[src/rtl/apb_node_pkg.sv]
// rtl/apb_node_pkg.sv - shared types and constants for the registered APB node
package apb_node_pkg;

    typedef enum logic [2:0] {
        ST_IDLE,
        ST_SETUP,
        ST_ACCESS,
        ST_RESP,
        ST_DECERR
    } apb_node_state_e;

    localparam logic [31:0] ERR_DATA_DEFAULT = 32'hBADACCE5;

endpackage

[src/rtl/apb_addr_decoder.sv]
// rtl/apb_addr_decoder.sv - combinational priority window decoder, lowest port index wins
module apb_addr_decoder #(
    parameter int NB_MASTER      = 4,
    parameter int APB_ADDR_WIDTH = 32,
    parameter int IDX_W          = (NB_MASTER > 1) ? $clog2(NB_MASTER) : 1
) (
    input  logic [APB_ADDR_WIDTH-1:0]                addr,
    input  logic [NB_MASTER-1:0][APB_ADDR_WIDTH-1:0] start_addr,
    input  logic [NB_MASTER-1:0][APB_ADDR_WIDTH-1:0] end_addr,
    output logic [NB_MASTER-1:0]                     sel_onehot,
    output logic [IDX_W-1:0]                         sel_idx,
    output logic                                     hit
);

    // Scan from the top so the lowest matching index is the last to write.
    always_comb begin
        sel_onehot = '0;
        sel_idx    = '0;
        hit        = 1'b0;
        for (int k = NB_MASTER - 1; k >= 0; k--) begin
            if ((addr >= start_addr[k]) && (addr <= end_addr[k])) begin
                sel_idx = IDX_W'(k);
                hit     = 1'b1;
            end
        end
        if (hit) begin
            sel_onehot[sel_idx] = 1'b1;
        end
    end

endmodule

[src/rtl/apb_node_reg.sv]
// rtl/apb_node_reg.sv - registered APB node: one upstream slave, NB_MASTER downstream masters
module apb_node_reg
    import apb_node_pkg::*;
#(
    parameter int          NB_MASTER      = 4,
    parameter int          APB_ADDR_WIDTH = 32,
    parameter int          APB_DATA_WIDTH = 32,
    parameter int          TIMEOUT_CYCLES = 0,
    parameter logic [31:0] ERR_DATA       = ERR_DATA_DEFAULT
) (
    input  logic                                     ACLK_i,
    input  logic                                     ARESETn_i,
    input  logic                                     PSEL_i,
    input  logic                                     PENABLE_i,
    input  logic                                     PWRITE_i,
    input  logic [APB_ADDR_WIDTH-1:0]                PADDR_i,
    input  logic [APB_DATA_WIDTH-1:0]                PWDATA_i,
    output logic [APB_DATA_WIDTH-1:0]                PRDATA_o,
    output logic                                     PREADY_o,
    output logic                                     PSLVERR_o,
    output logic [NB_MASTER-1:0]                     PSEL_o,
    output logic [NB_MASTER-1:0]                     PENABLE_o,
    output logic [NB_MASTER-1:0]                     PWRITE_o,
    output logic [NB_MASTER-1:0][APB_ADDR_WIDTH-1:0] PADDR_o,
    output logic [NB_MASTER-1:0][APB_DATA_WIDTH-1:0] PWDATA_o,
    input  logic [NB_MASTER-1:0][APB_DATA_WIDTH-1:0] PRDATA_i,
    input  logic [NB_MASTER-1:0]                     PREADY_i,
    input  logic [NB_MASTER-1:0]                     PSLVERR_i,
    input  logic [NB_MASTER-1:0][APB_ADDR_WIDTH-1:0] START_ADDR_i,
    input  logic [NB_MASTER-1:0][APB_ADDR_WIDTH-1:0] END_ADDR_i,
    output logic                                     TIMEOUT_o
);

    localparam int IDX_W    = (NB_MASTER > 1) ? $clog2(NB_MASTER) : 1;
    localparam int CNT_W    = (TIMEOUT_CYCLES > 0) ? $clog2(TIMEOUT_CYCLES + 1) : 1;
    localparam int CNT_LAST_I = (TIMEOUT_CYCLES > 0) ? TIMEOUT_CYCLES - 1 : 0;
    localparam logic [CNT_W-1:0]          CNT_LAST = CNT_W'(CNT_LAST_I);
    localparam logic [APB_DATA_WIDTH-1:0] ERR_D    = APB_DATA_WIDTH'(ERR_DATA);

    apb_node_state_e state_q, state_d;

    logic [APB_ADDR_WIDTH-1:0] addr_q;
    logic [APB_DATA_WIDTH-1:0] wdata_q;
    logic                      write_q;
    logic [NB_MASTER-1:0]      sel_q;
    logic [IDX_W-1:0]          idx_q;
    logic [CNT_W-1:0]          cnt_q;

    logic [NB_MASTER-1:0] dec_sel;
    logic [IDX_W-1:0]     dec_idx;
    logic                 dec_hit;

    logic accept, slv_ready, wd_expire;

    logic [APB_ADDR_WIDTH-1:0] addr_eff;
    logic [APB_DATA_WIDTH-1:0] wdata_eff;
    logic                      write_eff;
    logic [NB_MASTER-1:0]      sel_eff;

    logic [NB_MASTER-1:0]                     psel_d, pen_d, pwrite_d;
    logic [NB_MASTER-1:0][APB_ADDR_WIDTH-1:0] paddr_d;
    logic [NB_MASTER-1:0][APB_DATA_WIDTH-1:0] pwdata_d;
    logic [APB_DATA_WIDTH-1:0]                prdata_d;
    logic                                     pready_d, pslverr_d, timeout_d;

    apb_addr_decoder #(
        .NB_MASTER      (NB_MASTER),
        .APB_ADDR_WIDTH (APB_ADDR_WIDTH),
        .IDX_W          (IDX_W)
    ) u_decoder (
        .addr       (PADDR_i),
        .start_addr (START_ADDR_i),
        .end_addr   (END_ADDR_i),
        .sel_onehot (dec_sel),
        .sel_idx    (dec_idx),
        .hit        (dec_hit)
    );

    assign accept    = (state_q == ST_IDLE) && PSEL_i && !PENABLE_i;
    assign slv_ready = PREADY_i[idx_q];
    assign wd_expire = (TIMEOUT_CYCLES != 0) && (cnt_q == CNT_LAST);

    always_ff @(posedge ACLK_i or negedge ARESETn_i) begin
        if (!ARESETn_i) begin
            state_q <= ST_IDLE;
        end else begin
            state_q <= state_d;
        end
    end

    always_comb begin
        state_d = state_q;
        case (state_q)
            ST_IDLE:   if (accept) state_d = dec_hit ? ST_SETUP : ST_DECERR;
            ST_SETUP:  state_d = ST_ACCESS;
            ST_ACCESS: if (slv_ready || wd_expire) state_d = ST_RESP;
            ST_RESP:   state_d = ST_IDLE;
            ST_DECERR: state_d = ST_IDLE;
            default:   state_d = ST_IDLE;
        endcase
    end

    always_ff @(posedge ACLK_i or negedge ARESETn_i) begin
        if (!ARESETn_i) begin
            addr_q  <= '0;
            wdata_q <= '0;
            write_q <= 1'b0;
            sel_q   <= '0;
            idx_q   <= '0;
        end else if (accept) begin
            addr_q  <= PADDR_i;
            wdata_q <= PWRITE_i ? PWDATA_i : '0;
            write_q <= PWRITE_i;
            sel_q   <= dec_sel;
            idx_q   <= dec_idx;
        end
    end

    // Counts completed ACCESS cycles; the abort fires while the last allowed one is in progress.
    always_ff @(posedge ACLK_i or negedge ARESETn_i) begin
        if (!ARESETn_i) begin
            cnt_q <= '0;
        end else if (state_d == ST_SETUP) begin
            cnt_q <= '0;
        end else if ((state_q == ST_ACCESS) && (cnt_q != '1)) begin
            cnt_q <= cnt_q + 1'b1;
        end
    end

    // The downstream bus is driven from the value being registered this edge.
    assign addr_eff  = accept ? PADDR_i : addr_q;
    assign wdata_eff = accept ? (PWRITE_i ? PWDATA_i : '0) : wdata_q;
    assign write_eff = accept ? PWRITE_i : write_q;
    assign sel_eff   = accept ? dec_sel : sel_q;

    always_comb begin
        psel_d    = '0;
        pen_d     = '0;
        pwrite_d  = '0;
        paddr_d   = '0;
        pwdata_d  = '0;
        prdata_d  = '0;
        pready_d  = 1'b0;
        pslverr_d = 1'b0;
        timeout_d = 1'b0;
        if ((state_d == ST_SETUP) || (state_d == ST_ACCESS)) begin
            for (int k = 0; k < NB_MASTER; k++) begin
                if (sel_eff[k]) begin
                    psel_d[k]   = 1'b1;
                    pen_d[k]    = (state_d == ST_ACCESS);
                    pwrite_d[k] = write_eff;
                    paddr_d[k]  = addr_eff;
                    pwdata_d[k] = wdata_eff;
                end
            end
        end
        case (state_d)
            ST_RESP: begin
                pready_d = 1'b1;
                if (slv_ready) begin
                    prdata_d  = PRDATA_i[idx_q];
                    pslverr_d = PSLVERR_i[idx_q];
                end else begin
                    pslverr_d = 1'b1;
                    timeout_d = 1'b1;
                end
            end
            ST_DECERR: begin
                pready_d  = 1'b1;
                pslverr_d = 1'b1;
                prdata_d  = ERR_D;
            end
            default: ;
        endcase
    end

    always_ff @(posedge ACLK_i or negedge ARESETn_i) begin
        if (!ARESETn_i) begin
            PSEL_o    <= '0;
            PENABLE_o <= '0;
            PWRITE_o  <= '0;
            PADDR_o   <= '0;
            PWDATA_o  <= '0;
            PRDATA_o  <= '0;
            PREADY_o  <= 1'b0;
            PSLVERR_o <= 1'b0;
            TIMEOUT_o <= 1'b0;
        end else begin
            PSEL_o    <= psel_d;
            PENABLE_o <= pen_d;
            PWRITE_o  <= pwrite_d;
            PADDR_o   <= paddr_d;
            PWDATA_o  <= pwdata_d;
            PRDATA_o  <= prdata_d;
            PREADY_o  <= pready_d;
            PSLVERR_o <= pslverr_d;
            TIMEOUT_o <= timeout_d;
        end
    end

endmodule

[config.mk]
export PLATFORM = sky130hd
export DESIGN_NAME = apb_node_reg
export DESIGN_NICKNAME = d
export VERILOG_FILES = /design/src/rtl/apb_node_pkg.sv /design/src/rtl/apb_addr_decoder.sv /design/src/rtl/apb_node_reg.sv
export SDC_FILE = /design/constraint.sdc
export NUM_CORES = 1
export LEC_CHECK = 0
export ABC_AREA = 1
export CAP_MARGIN = 0
export CORE_AREA = 2 2 301 303
export CTS_BUF_LIST = sky130_fd_sc_hd__clkbuf_16
export DETAILED_ROUTE_END_ITERATION = 6
export DIE_AREA = 0 0 303 305
export GPL_ROUTABILITY_DRIVEN = 0
export RECOVER_POWER = 100
export SLEW_MARGIN = 40
export SYNTH_ARGS = -nofsm -noshare
export SYNTH_HDL_FRONTEND = slang
export SYNTH_HIERARCHICAL = 1
export SYNTH_SLANG_ARGS = --single-unit
[constraint.sdc]
create_clock -name ACLK_i -period 1.4 [get_ports ACLK_i]
set_input_delay 0.21 -clock ACLK_i [delete_from_list [all_inputs] [get_ports ACLK_i]]
set_output_delay 0.21 -clock ACLK_i [all_outputs]
set_load 0.1 [all_outputs]
==> summary.txt <==
mean post-synth cell area: 7.93 um2
Max Root-Sink Buffers: 3
Gate power share: 63.0%
Final Skew: 0.0410 ns
Syn Nets: 3,398
via count: 22,110
Gate Count Post-Synth: 2,681
GR Util All Layers: 21.1%
PD cells: 1690 nW/um2
via/cell ratio: 4.49
effective utilization at floorplan: 23.8%
Cell Area, Synth: 21,200 um2
total grt overflow: 0
Pins Over Slew Limit: 0
Placement Setup Slack: -2.02 ns
Int Pwr: 36.1 mW
number of nets in the layout: 4,402
sequential element share of the synthesized area: 44.4%
post-synthesis cell type count: 35
slew at the pin with the worst max-slew slack: 0.777 ns
proportion of layout cells with a drive suffix above 1: 35.0%
Synth Flop Type: dfrtp_1
Net Sw Frac: 47.8%
multi-input combinational cell area: 12,900 um2
vias in the first global route: 22,617
die area: 92,400 um2
first-pass GRT wire length: 146 mm
initial antenna violation count: 31
EDFF count, synth: 0
dpl cells: 4,702
area leader, netlist: dfrtp_1
top post-synthesis cells by area: dfrtp_1, ha_1, nand2_1, nor2_1, inv_1
final hold violations: 0
CP Data Required Time: 1.87 ns
core box area: 89,300 um2
First-pass DRT Iterations: 7
Design Power: 69.2 mW
WP buf/inv: 8
Post-synth ARST share: 100%
top cells by count, synth: nand2_1, nor2_1, dfrtp_1
I/O Buffers: 763
synth warn: 6
critical path, cell by cell: buf_12 -> buf_12 -> buf_4 -> ha_4 -> a21oi_2 -> o21ai_1 -> nand2_1 -> o211ai_1 -> a21oi_2 -> nand2_2 -> nand2_4 -> nand2_2 -> inv_2 -> nand2_4 -> inv_4 -> nor2_4 -> o21ai_4 -> buf_6 -> clkbuf_16 -> clkbuf_16 -> nor2_1
kind of cell adding the most delay to the critical path: buffers and inverters
CTS tree: yes
status: finished with violations
Arr. time, crit path: 2.87 ns
minimum clock period: 2.40 ns
# fillers: 8,189
leak pwr: 19.6 nW
fmax: 0.417 GHz
clk_lat worst skew: 0.58 ns
Non-Filler Instances: 4,920
1st-iter DRT viols: 1,417
type of origin of the critical path: input pin
Placement Rows: 110
CP max stage cell: ha_4
sequential power share: 21.4%
die width: 303 um
failing checks: DRC, setup timing
FF+latch area: 9440 um2
Net Switching: 33.1 mW
max cap viols: 0
Area Overhead vs Synth: 92.9%
Final Setup Violations: 410
Util after Layout: 45.9%
Yosys top cell area share: 44.4%
DRC errors left: 27
largest stage delay on the critical path: 0.24 ns
register bit total from synthesis: 377
Max IR drop VDD: 0.00112 V
Clk pin slew, worst setup/hold paths: 0.06 ns
Routed Antenna Nets: 0
Setup Crit Path Kind: in -> reg
post-DP HPWL: 72.2 mm
most common cell in the netlist: nand2_1
pin count of the biggest net entering global routing: 79
root buffer cell: clkbuf_16
part of the power in the clock network: 15.6%
CP max FO: 18
Slew Limit Headroom: 48.2%
clk sinks: 377
drt total wl: 103 mm
setup repair after global routing missed its margin: yes
final worst slack: -1.00 ns
I/O pin cnt: 764
fin crit share: 171%
Die Ht: 305 um
worst hold path class: in -> reg
CP endpoint kind: flip-flop
H-tree Lvls: 2
WL/cell: 21.0 um
TritonCTS buffer count: 41
## power groups by stage
stage               Clock, mW  Sequential, mW  Combinational, mW
finish                   10.8            14.8               43.6
global route             11.5            15.0               45.8
global placement            0            15.1               36.4
floorplan                   0            24.7               10.7
detailed placement          0            15.1               36.6
CTS                      11.0            15.0               41.9
## flip-flops by register name (all words and copies together) (netlist names), 2 cells and up
name and flops:
PADDR_o 128, PENABLE_o 4, PRDATA_o 32, PSEL_o 4, PWDATA_o 128, PWRITE_o 4
addr_q 32, idx_q 2, sel_q 4, state_q 3, wdata_q 32
## layer usage
layer  vias up  wire length (um)  track usage (%)
li1      10427                 -                -
met1     10719             40500             25.4
met2       767             52000             36.3
met3       195              6880             4.67
met4         2              4000             8.28
met5         -                12                0
## layout make-up
type                            instances  area share (%)
Clock buffer                           41            2.50
Sequential cell                       377            23.0
Antenna cell                           30           0.183
Tap cell                             1176            3.59
Inverter                              362            3.34
Multi-Input combinational cell       1832            31.6
Clock inverter                         31           0.708
Timing Repair Buffer                 1071            35.1
## worst register-to-register path, cell delays in order (launching register included)
cell and delay (ns):
dfrtp_1 0.42, nor2_4 0.18, buf_12 0.19, nor2_1 0.12, o21ai_4 0.17, buf_6 0.17
clkbuf_16 0.22, clkbuf_16 0.21, nor2_1 0.06
## worst paths after layout
check | cells past startpoint | to | from | slack, ns
worst max-delay path | 21 | PWDATA_o[23] | PADDR_i[27] | -1.0
worst min-delay path | 4 | addr_q[18] | PADDR_i[18] | 0.16
worst max register to register | 8 | PWDATA_o[23] | state_q[1] | -0.42
worst min register to register | 2 | wdata_q[2] | wdata_q[2] | 0.57
max in group asynchronous | 4 | PWDATA_o[124] | ARESETn_i | -0.02
min in group asynchronous | 2 | PRDATA_o[28] | ARESETn_i | 0.27
## what timing repair did
item	CTS	global route
cloned	31	13
endpoints found under the hold margin	377	0
pin swaps	322	160
hold buffers	1	0
gates resized for setup	879	238
setup buffers	64	16
setup endpoints to repair	479	541
## cells by family after synthesis
logic type | Yosys count | share of synthesized area (%)
AND/OR/NAND/NOR | 1300 | 24.6
buffers and inverters | 472 | 9.10
flip-flops | 377 | 44.4
AO/OA/AOI/OAI | 275 | 6.79
adder cells (fa/ha/maj) | 256 | 15.1
other | 1 | 0.0176
## layout by cell type (no fill, tap or decap), types with 39 or more instances in the layout
cell type / n
nand2_1: 589
nor2_1: 391
dfrtp_1: 376
buf_12: 315
clkdlybuf4s50_1: 212
inv_1: 205
dlygate4sd2_1: 181
inv_2: 160
buf_4: 156
ha_4: 155
a21oi_1: 96
ha_1: 95
nand2_2: 81
nand3_1: 76
o21ai_0: 71
buf_6: 59
clkbuf_16: 52
nor2_2: 42
nor2_4: 40
o21ai_1: 40
buf_8: 40
a21oi_2: 39
## through the flow
| stage | TNS, ns | instance area (um2) | hold slack [ns] |
|---|---|---|---|
| after global placement | -608.24 | 35000 | 0.0892 |
| after floorplan | -183.50 | 21400 | -0.0856 |
| after global routing | -303.59 | 41000 | 0.144 |
| after detailed placement | -612.37 | 35000 | 0.0902 |
| final | -269.88 | 41000 | 0.156 |
| after CTS | -229.30 | 40100 | 0.0526 |
No activity file was read; power rests on OpenSTA's default activity.
